**src/rtl/clock_pkg.sv**
```systemverilog
// Shared constants, FSM encoding and field-range helper for the
// multi-alarm time-of-day core.
package clock_pkg;

    localparam int TIME_W = 6;

    localparam logic [TIME_W-1:0] MAX_HOUR = 6'd23;
    localparam logic [TIME_W-1:0] MAX_MIN  = 6'd59;
    localparam logic [TIME_W-1:0] MAX_SEC  = 6'd59;

    typedef enum logic [1:0] {
        ST_IDLE   = 2'd0,
        ST_RING   = 2'd1,
        ST_SNOOZE = 2'd2
    } state_e;

    function automatic logic time_fields_ok(
        input logic [TIME_W-1:0] h,
        input logic [TIME_W-1:0] m,
        input logic [TIME_W-1:0] s
    );
        return (h <= MAX_HOUR) && (m <= MAX_MIN) && (s <= MAX_SEC);
    endfunction

endpackage

```
**src/rtl/multi_alarm_clock_if.sv**
```systemverilog
// Control/status bundle between the time-entry block, the alarm clock core
// and the display block.
interface multi_alarm_clock_if
    import clock_pkg::*;
#(
    parameter int NUM_ALARMS = 4,
    parameter int IDX_W      = 2
);

    logic                  run_en;
    logic                  set_time_en;
    logic [TIME_W-1:0]     hour_set;
    logic [TIME_W-1:0]     minute_set;
    logic [TIME_W-1:0]     second_set;
    logic                  alarm_wr_en;
    logic [IDX_W-1:0]      alarm_wr_idx;
    logic [TIME_W-1:0]     alarm_hour;
    logic [TIME_W-1:0]     alarm_minute;
    logic                  alarm_on;
    logic                  snooze;
    logic                  dismiss;

    logic [TIME_W-1:0]     hour;
    logic [TIME_W-1:0]     minute;
    logic [TIME_W-1:0]     second;
    logic                  tick;
    logic                  ringing;
    logic                  snoozing;
    logic [IDX_W-1:0]      ring_idx;
    logic [NUM_ALARMS-1:0] alarm_mask;
    logic                  set_err;

    modport master (
        output run_en, set_time_en, hour_set, minute_set, second_set,
        output alarm_wr_en, alarm_wr_idx, alarm_hour, alarm_minute, alarm_on,
        output snooze, dismiss,
        input  hour, minute, second, tick, ringing, snoozing,
        input  ring_idx, alarm_mask, set_err
    );

    modport slave (
        input  run_en, set_time_en, hour_set, minute_set, second_set,
        input  alarm_wr_en, alarm_wr_idx, alarm_hour, alarm_minute, alarm_on,
        input  snooze, dismiss,
        output hour, minute, second, tick, ringing, snoozing,
        output ring_idx, alarm_mask, set_err
    );

endinterface

```
**src/rtl/second_tick_gen.sv**
```systemverilog
// Divides the system clock down to a one-cycle tick per elapsed second;
// freezes while run_en is low and restarts from zero on clear.
module second_tick_gen #(
    parameter int CLK_HZ = 50000000
) (
    input  logic clk,
    input  logic rst_n,
    input  logic run_en,
    input  logic clear,
    output logic tick
);

    localparam int CNT_W = (CLK_HZ > 1) ? $clog2(CLK_HZ) : 1;
    localparam logic [CNT_W-1:0] CNT_MAX = CNT_W'(CLK_HZ - 1);

    logic [CNT_W-1:0] cnt_r;

    assign tick = run_en && (cnt_r == CNT_MAX);

    // Prescaler count: clear wins, otherwise advance and wrap while running.
    always_ff @(posedge clk or negedge rst_n) begin
        if (!rst_n) begin
            cnt_r <= '0;
        end else if (clear) begin
            cnt_r <= '0;
        end else if (run_en) begin
            if (cnt_r == CNT_MAX) begin
                cnt_r <= '0;
            end else begin
                cnt_r <= cnt_r + CNT_W'(1);
            end
        end else begin
            cnt_r <= cnt_r;
        end
    end

endmodule

```
**src/rtl/multi_alarm_clock.sv**
```systemverilog
// 24-hour time-of-day counter with NUM_ALARMS programmable alarms and a
// ring/snooze/dismiss state machine with automatic ring timeout.
module multi_alarm_clock
    import clock_pkg::*;
#(
    parameter int CLK_HZ         = 50000000,
    parameter int NUM_ALARMS     = 4,
    parameter int IDX_W          = 2,
    parameter int RING_SECONDS   = 60,
    parameter int SNOOZE_MINUTES = 5
) (
    input  logic              CLK_50,
    input  logic              reset_en,
    multi_alarm_clock_if.slave cif
);

    localparam int SNZ_TICKS = SNOOZE_MINUTES * 60;
    localparam int RC_W      = $clog2(RING_SECONDS + 1);
    localparam int SC_W      = $clog2(SNZ_TICKS + 1);
    localparam logic [RC_W-1:0] RING_LOAD = RC_W'(RING_SECONDS);
    localparam logic [SC_W-1:0] SNZ_LOAD  = SC_W'(SNZ_TICKS);

    logic                  tick_s;
    logic                  set_ok_s;
    logic                  idx_ok_s;
    logic                  wr_ok_s;
    logic                  disable_s;
    logic                  match_s;
    logic                  match_ev_s;
    logic [IDX_W-1:0]      winner_s;

    logic [TIME_W-1:0]     hour_r, minute_r, second_r;
    logic [TIME_W-1:0]     hour_n, minute_n, second_n;
    logic                  tick_d_r;
    logic                  set_err_r;

    logic [TIME_W-1:0]     al_hour_r [NUM_ALARMS];
    logic [TIME_W-1:0]     al_min_r  [NUM_ALARMS];
    logic [NUM_ALARMS-1:0] al_en_r;

    state_e                state_r, state_n;
    logic [RC_W-1:0]       ring_cnt_r, ring_cnt_n;
    logic [SC_W-1:0]       snz_cnt_r, snz_cnt_n;
    logic [IDX_W-1:0]      ring_idx_r, ring_idx_n;
    logic                  ringing_r, snoozing_r;

    second_tick_gen #(
        .CLK_HZ (CLK_HZ)
    ) u_tick (
        .clk    (CLK_50),
        .rst_n  (reset_en),
        .run_en (cif.run_en),
        .clear  (set_ok_s),
        .tick   (tick_s)
    );

    assign set_ok_s  = cif.set_time_en &&
                       time_fields_ok(cif.hour_set, cif.minute_set, cif.second_set);
    assign idx_ok_s  = (32'(cif.alarm_wr_idx) < NUM_ALARMS);
    assign wr_ok_s   = cif.alarm_wr_en && idx_ok_s &&
                       time_fields_ok(cif.alarm_hour, cif.alarm_minute, '0);
    // Only a write that turns off the alarm currently ringing/snoozing aborts it.
    assign disable_s = wr_ok_s && !cif.alarm_on && (cif.alarm_wr_idx == ring_idx_r);

    // Next time-of-day: a valid load overrides (and discards) a same-cycle tick.
    always_comb begin
        hour_n   = hour_r;
        minute_n = minute_r;
        second_n = second_r;
        if (set_ok_s) begin
            hour_n   = cif.hour_set;
            minute_n = cif.minute_set;
            second_n = cif.second_set;
        end else if (tick_s) begin
            if (second_r == MAX_SEC) begin
                second_n = '0;
                if (minute_r == MAX_MIN) begin
                    minute_n = '0;
                    hour_n   = (hour_r == MAX_HOUR) ? '0 : hour_r + TIME_W'(1);
                end else begin
                    minute_n = minute_r + TIME_W'(1);
                end
            end else begin
                second_n = second_r + TIME_W'(1);
            end
        end else begin
            second_n = second_r;
        end
    end

    // Time registers, tick-update marker and rejected-write pulse.
    always_ff @(posedge CLK_50 or negedge reset_en) begin
        if (!reset_en) begin
            hour_r    <= '0;
            minute_r  <= '0;
            second_r  <= '0;
            tick_d_r  <= 1'b0;
            set_err_r <= 1'b0;
        end else begin
            hour_r    <= hour_n;
            minute_r  <= minute_n;
            second_r  <= second_n;
            tick_d_r  <= tick_s && !set_ok_s;
            set_err_r <= (cif.set_time_en && !set_ok_s) || (cif.alarm_wr_en && !wr_ok_s);
        end
    end

    // Alarm table: one entry rewritten per valid write pulse.
    always_ff @(posedge CLK_50 or negedge reset_en) begin
        if (!reset_en) begin
            for (int i = 0; i < NUM_ALARMS; i++) begin
                al_hour_r[i] <= '0;
                al_min_r[i]  <= '0;
            end
            al_en_r <= '0;
        end else begin
            for (int i = 0; i < NUM_ALARMS; i++) begin
                if (wr_ok_s && (cif.alarm_wr_idx == IDX_W'(i))) begin
                    al_hour_r[i] <= cif.alarm_hour;
                    al_min_r[i]  <= cif.alarm_minute;
                    al_en_r[i]   <= cif.alarm_on;
                end else begin
                    al_hour_r[i] <= al_hour_r[i];
                    al_min_r[i]  <= al_min_r[i];
                    al_en_r[i]   <= al_en_r[i];
                end
            end
        end
    end

    // Priority search from the top down so the lowest matching index wins.
    always_comb begin
        match_s  = 1'b0;
        winner_s = '0;
        for (int i = NUM_ALARMS - 1; i >= 0; i--) begin
            if (al_en_r[i] && (al_hour_r[i] == hour_r) && (al_min_r[i] == minute_r)) begin
                match_s  = 1'b1;
                winner_s = IDX_W'(i);
            end else begin
                winner_s = winner_s;
            end
        end
    end

    assign match_ev_s = tick_d_r && (second_r == '0) && match_s;

    // Ring/snooze FSM: dismiss > disabling write > snooze > counter expiry.
    always_comb begin
        state_n    = state_r;
        ring_cnt_n = ring_cnt_r;
        snz_cnt_n  = snz_cnt_r;
        ring_idx_n = ring_idx_r;
        case (state_r)
            ST_IDLE: begin
                if (match_ev_s) begin
                    state_n    = ST_RING;
                    ring_idx_n = winner_s;
                    ring_cnt_n = RING_LOAD;
                end else begin
                    state_n = ST_IDLE;
                end
            end
            ST_RING: begin
                if (cif.dismiss || disable_s) begin
                    state_n = ST_IDLE;
                end else if (cif.snooze) begin
                    state_n   = ST_SNOOZE;
                    snz_cnt_n = SNZ_LOAD;
                end else if (tick_s) begin
                    ring_cnt_n = ring_cnt_r - RC_W'(1);
                    if (ring_cnt_r <= RC_W'(1)) begin
                        state_n    = ST_IDLE;
                        ring_cnt_n = '0;
                    end else begin
                        state_n = ST_RING;
                    end
                end else begin
                    state_n = ST_RING;
                end
            end
            ST_SNOOZE: begin
                if (cif.dismiss || disable_s) begin
                    state_n = ST_IDLE;
                end else if (tick_s) begin
                    snz_cnt_n = snz_cnt_r - SC_W'(1);
                    if (snz_cnt_r <= SC_W'(1)) begin
                        state_n    = ST_RING;
                        snz_cnt_n  = '0;
                        ring_cnt_n = RING_LOAD;
                    end else begin
                        state_n = ST_SNOOZE;
                    end
                end else begin
                    state_n = ST_SNOOZE;
                end
            end
            default: begin
                state_n = ST_IDLE;
            end
        endcase
    end

    // FSM state, counters and registered status flags.
    always_ff @(posedge CLK_50 or negedge reset_en) begin
        if (!reset_en) begin
            state_r    <= ST_IDLE;
            ring_cnt_r <= '0;
            snz_cnt_r  <= '0;
            ring_idx_r <= '0;
            ringing_r  <= 1'b0;
            snoozing_r <= 1'b0;
        end else begin
            state_r    <= state_n;
            ring_cnt_r <= ring_cnt_n;
            snz_cnt_r  <= snz_cnt_n;
            ring_idx_r <= ring_idx_n;
            ringing_r  <= (state_n == ST_RING);
            snoozing_r <= (state_n == ST_SNOOZE);
        end
    end

    assign cif.hour       = hour_r;
    assign cif.minute     = minute_r;
    assign cif.second     = second_r;
    assign cif.tick       = tick_s;
    assign cif.ringing    = ringing_r;
    assign cif.snoozing   = snoozing_r;
    assign cif.ring_idx   = ring_idx_r;
    assign cif.alarm_mask = al_en_r;
    assign cif.set_err    = set_err_r;

endmodule

```
**src/flat_wrapper.sv**
```systemverilog
// flat-port wrapper written by rule: the top's interface ports become plain ports
module multi_alarm_clock_flat import clock_pkg::*;
#(
    parameter int CLK_HZ         = 50000000,
    parameter int NUM_ALARMS     = 4,
    parameter int IDX_W          = 2,
    parameter int RING_SECONDS   = 60,
    parameter int SNOOZE_MINUTES = 5
)
  (CLK_50, reset_en, cif_run_en, cif_set_time_en, cif_hour_set, cif_minute_set, cif_second_set, cif_alarm_wr_en, cif_alarm_wr_idx, cif_alarm_hour, cif_alarm_minute, cif_alarm_on, cif_snooze, cif_dismiss, cif_hour, cif_minute, cif_second, cif_tick, cif_ringing, cif_snoozing, cif_ring_idx, cif_alarm_mask, cif_set_err);
  multi_alarm_clock_if #(.NUM_ALARMS(NUM_ALARMS), .IDX_W(IDX_W)) cif_i ();
  input  logic CLK_50;
  input  logic reset_en;
  input wire logic [$bits(cif_i.run_en)-1:0] cif_run_en;
  input wire logic [$bits(cif_i.set_time_en)-1:0] cif_set_time_en;
  input wire logic [$bits(cif_i.hour_set)-1:0] cif_hour_set;
  input wire logic [$bits(cif_i.minute_set)-1:0] cif_minute_set;
  input wire logic [$bits(cif_i.second_set)-1:0] cif_second_set;
  input wire logic [$bits(cif_i.alarm_wr_en)-1:0] cif_alarm_wr_en;
  input wire logic [$bits(cif_i.alarm_wr_idx)-1:0] cif_alarm_wr_idx;
  input wire logic [$bits(cif_i.alarm_hour)-1:0] cif_alarm_hour;
  input wire logic [$bits(cif_i.alarm_minute)-1:0] cif_alarm_minute;
  input wire logic [$bits(cif_i.alarm_on)-1:0] cif_alarm_on;
  input wire logic [$bits(cif_i.snooze)-1:0] cif_snooze;
  input wire logic [$bits(cif_i.dismiss)-1:0] cif_dismiss;
  output wire logic [$bits(cif_i.hour)-1:0] cif_hour;
  output wire logic [$bits(cif_i.minute)-1:0] cif_minute;
  output wire logic [$bits(cif_i.second)-1:0] cif_second;
  output wire logic [$bits(cif_i.tick)-1:0] cif_tick;
  output wire logic [$bits(cif_i.ringing)-1:0] cif_ringing;
  output wire logic [$bits(cif_i.snoozing)-1:0] cif_snoozing;
  output wire logic [$bits(cif_i.ring_idx)-1:0] cif_ring_idx;
  output wire logic [$bits(cif_i.alarm_mask)-1:0] cif_alarm_mask;
  output wire logic [$bits(cif_i.set_err)-1:0] cif_set_err;
  assign cif_i.run_en = cif_run_en;
  assign cif_i.set_time_en = cif_set_time_en;
  assign cif_i.hour_set = cif_hour_set;
  assign cif_i.minute_set = cif_minute_set;
  assign cif_i.second_set = cif_second_set;
  assign cif_i.alarm_wr_en = cif_alarm_wr_en;
  assign cif_i.alarm_wr_idx = cif_alarm_wr_idx;
  assign cif_i.alarm_hour = cif_alarm_hour;
  assign cif_i.alarm_minute = cif_alarm_minute;
  assign cif_i.alarm_on = cif_alarm_on;
  assign cif_i.snooze = cif_snooze;
  assign cif_i.dismiss = cif_dismiss;
  assign cif_hour = cif_i.hour;
  assign cif_minute = cif_i.minute;
  assign cif_second = cif_i.second;
  assign cif_tick = cif_i.tick;
  assign cif_ringing = cif_i.ringing;
  assign cif_snoozing = cif_i.snoozing;
  assign cif_ring_idx = cif_i.ring_idx;
  assign cif_alarm_mask = cif_i.alarm_mask;
  assign cif_set_err = cif_i.set_err;
  multi_alarm_clock #(.CLK_HZ(CLK_HZ), .NUM_ALARMS(NUM_ALARMS), .IDX_W(IDX_W), .RING_SECONDS(RING_SECONDS), .SNOOZE_MINUTES(SNOOZE_MINUTES)) u_core (.CLK_50(CLK_50), .reset_en(reset_en), .cif(cif_i));
endmodule
```
**config.mk**
```make
export PLATFORM = sky130hd
export DESIGN_NAME = multi_alarm_clock_flat
export DESIGN_NICKNAME = d
export VERILOG_FILES = /design/src/rtl/clock_pkg.sv /design/src/rtl/multi_alarm_clock_if.sv /design/src/rtl/second_tick_gen.sv /design/src/rtl/multi_alarm_clock.sv /design/src/flat_wrapper.sv
export SDC_FILE = /design/constraint.sdc
export NUM_CORES = 1
export LEC_CHECK = 0
export BUFFER_PORTS_ARGS = -buffer_cell sky130_fd_sc_hd__buf_4
export CORE_MARGIN = 2
export CORE_UTILIZATION = 64
export DETAILED_ROUTE_END_ITERATION = 8
export PLACE_DENSITY = 0.89
export SYNTH_ARGS = -nofsm -noshare
export SYNTH_HDL_FRONTEND = slang
export SYNTH_HIERARCHICAL = 1
export SYNTH_SLANG_ARGS = --single-unit
```
**constraint.sdc**
```tcl
create_clock -name CLK_50 -period 4.3 [get_ports CLK_50]
set_input_delay 1.29 -clock CLK_50 [delete_from_list [all_inputs] [get_ports CLK_50]]
set_output_delay 1.29 -clock CLK_50 [all_outputs]
set_load 0.05 [all_outputs]
```
==> summary.md <==
| Metric | Value |
|---|---|
| Outcome | `complete, no violations` |
| Mapped Cells | `648` |
| Die Span Y | `105 µm` |
| DR WL met2 | `8840 µm` |
| Per-cell routed wire length | `21.3 µm` |
| Initial drt markers | `652` |
| I/O pin count | `68` |
| Beginning of the worst hold path | `u_core/al_hour_r[11]` |
| CP max FO | `6` |
| Final Hold Fails | `0` |
| CTS tree | `done` |
| Drt first pass iters | `5` |
| # rows | `36` |
| Root Driver | `clkbuf_8` |
| Top sig layer | `met4` |
| Main synth FF type | `dfrtp_1` |
| Setup crit start | `u_core/u_tick/cnt_r[0]` |
| Routed vias/inst | `6.72` |
| Core area | `9860 µm²` |
| DIE AREA | `11100 µm²` |
| Final nets | `754` |
| CTS max path bufs | `2` |
| FF-to-FF Start | `u_core/u_tick/cnt_r[0]` |
| Metal1 wirelength | `7400 µm` |
| Crit end category | `output port` |
| Starting Density | `0.664` |
| Mean cell area of the mapped netlist | `10.1 µm²` |
| Detail Placement HPWL | `11900 µm` |
| Clock sinks | `119` |
| Share of layout cells above drive strength 1 | `0.235` |
| Slew @ Worst Pin | `0.992 ns` |
| Number of global-route vias before repair | `5705` |
| Worst Skew | `0.00598 ns` |
| H-tree depth | `4` |
| Hold-fix buffers at CTS | `0` |
| CP Launch Type | `flop` |
| Synth Register Bits | `119` |
| Syn nets | `697` |
| Critical path type | `flop to output port` |
| # diodes | `0` |
| Layout area overhead | `18.7%` |
| Commonest non-fill, non-tap cell in the layout | `dfrtp_1` |
| Post-synthesis sequential area ratio | `0.455` |
| CP required | `3.01 ns` |
| Setup_tns | `0 ns` |
| Synth warn | `6` |
| Worst slew margin | `0.336` |
| Initial antenna violation count | `0` |
| Worst Hold Class | `flop to flop` |
| Num CTS Buffers | `17` |
| Remaining Overflow, GRT | `0` |
| Max-slew violation count | `0` |
| Final wirelength | `18100 µm` |
| Largest net degree at the start of global routing | `65` |
| Worst-skew pair later-pin latency | `0.53 ns` |
| DRC | `0` |
| Routability cong. | `0.939` |
| Flop2flop setup slack | `1.16 ns` |
| RSZ-0062 raised after global routing | `false` |
| Hold slack | `0.527 ns` |
| First-pass GRT wire length | `29000 µm` |
| Crit path DAT | `2.43 ns` |
| I/O Buffers | `67` |
| Pwr Density | `562 nW/µm²` |
| Distinct cells, synth | `65` |
| Final setup viols | `0` |
| Ys async rst share | `1.00` |
| Peak supply drop | `0.000430 V` |
| Max cap viols | `0` |
| Final Total Pwr | `4.37 mW` |
| Final Cycle Share | `0.866` |
| Via count | `5706` |
| Most frequent cells in the layout | `119 x dfrtp_1, 74 x buf_4, 51 x xnor2_1` |
| Post-cts resize count | `0` |
| Synthesized cell area | `6550 µm²` |
| Metal3 WL | `1470 µm` |
| Min cycle time layout | `3.72 ns` |
| EDFF count, synth | `0` |
| Leak Pwr | `3.27 nW` |
| GRT Total Usage | `0.337` |
| Post-CTS Setup Bufs | `0` |
| Clock transition at path regs | `0.06 ns` |
| Fmax | `0.269 GHz` |
| Final ANT Viol Nets | `0` |
| Die Wd | `105 µm` |
[registers in the layout, indices dropped and copies added (netlist names)]
register,flops
u_core/cif.minute,6
u_core/cif.ring_idx,2
u_core/state_r,2
u_core/tick_d_r,1
u_core/u_tick/cnt_r,26
u_core/al_hour_r,24
u_core/cif.hour,6
u_core/cif.ringing,1
u_core/cif.set_err,1
u_core/al_min_r,24
u_core/ring_cnt_r,6
u_core/snz_cnt_r,9
u_core/cif.snoozing,1
u_core/cif.second,6
u_core/cif.alarm_mask,4
[through the flow]
step / instance area, µm² / util / setup slack [ns] / instances
after floorplan: 6560 / - / 0.231 / 648
after global placement: 7140 / 0.724 / 0.663 / 819
after detailed placement: 7140 / 0.724 / 0.603 / 819
after CTS: 7780 / 0.788 / 0.588 / 849
after global routing: 7780 / 0.788 / 0.417 / 849
final: 7780 / 0.788 / 0.577 / 849
[final cells by class]
cell class              instances  area [µm²]
clock inverters                 9         173
inverters                      20        75.1
fillers                       589        2090
repair buffers                 75         576
well taps                     133         166
multi-input cells             472        3350
flip-flops and latches        119        2980
clock buffers                  21         459
[synthesized netlist by cell type, types with 3 or more instances]
cell type | count | area, µm²
dfrtp_1 | 119 | 2980
xnor2_1 | 51 | 447
mux2_2 | 49 | 552
o21ai_0 | 43 | 215
nand2_1 | 42 | 158
a21oi_1 | 36 | 180
nand4_1 | 28 | 175
nor2_1 | 28 | 105
clkbuf_1 | 20 | 75.1
inv_1 | 20 | 75.1
nand3_1 | 20 | 100
buf_2 | 13 | 65.1
or3_1 | 11 | 68.8
and3_1 | 10 | 62.6
nor3_1 | 10 | 50.1
or4_1 | 10 | 75.1
ha_1 | 9 | 113
nor2b_1 | 9 | 56.3
a31oi_1 | 8 | 50.1
o31ai_1 | 7 | 52.6
mux2i_1 | 6 | 60.1
nor4_1 | 6 | 37.5
o211ai_1 | 6 | 45.0
xor2_1 | 6 | 52.6
and2_1 | 5 | 31.3
nor4b_1 | 5 | 43.8
o41ai_1 | 5 | 43.8
a22o_1 | 4 | 35.0
o2bb2ai_1 | 4 | 35.0
a211oi_1 | 3 | 22.5
a2bb2oi_1 | 3 | 26.3
and4_1 | 3 | 26.3
buf_1 | 3 | 11.3
nand3b_1 | 3 | 22.5
nor3b_1 | 3 | 22.5
or2_2 | 3 | 18.8
[metal layers]
metal,GRT usage,vias to the layer above
met4,0.139,0
met1,0.446,2840
met5,0,-
met2,0.537,328
li1,-,2498
met3,0.0761,40
[cells by family after synthesis]
logic type      after synthesis  share of synthesized area
simple gates                207                      0.177
compound gates              144                      0.146
flops                       119                      0.455
xor+xnor                     57                     0.0762
buf+inv                      57                     0.0357
mux                          55                     0.0934
fa+ha+maj                     9                     0.0172
[path summary, 6_finish.rpt]
check,end,cells past startpoint
worst min register to register,u_core/al_hour_r[11],1
worst max register to register,u_core/snz_cnt_r[6],8
worst min-delay path,u_core/al_hour_r[11],1
min in group asynchronous,u_core/cif.second[5],1
max in group asynchronous,u_core/al_hour_r[5],2
worst max-delay path,cif_tick,5
[critical path, stage by stage (launching register included)]
cell and delay, ns:
dfrtp_1 0.40, ha_1 0.31, nand4_1 0.16, or2_2 0.37, nor4_2 0.38, buf_4 0.29
[power by group]
part           internal, mW  switching (mW)  total, mW
logic                 0.520           0.669       1.19
clock network          1.04           0.492       1.53
registers              1.31           0.340       1.65
total                  2.87            1.50       4.37
No activity file was read; power rests on OpenSTA's default activity.
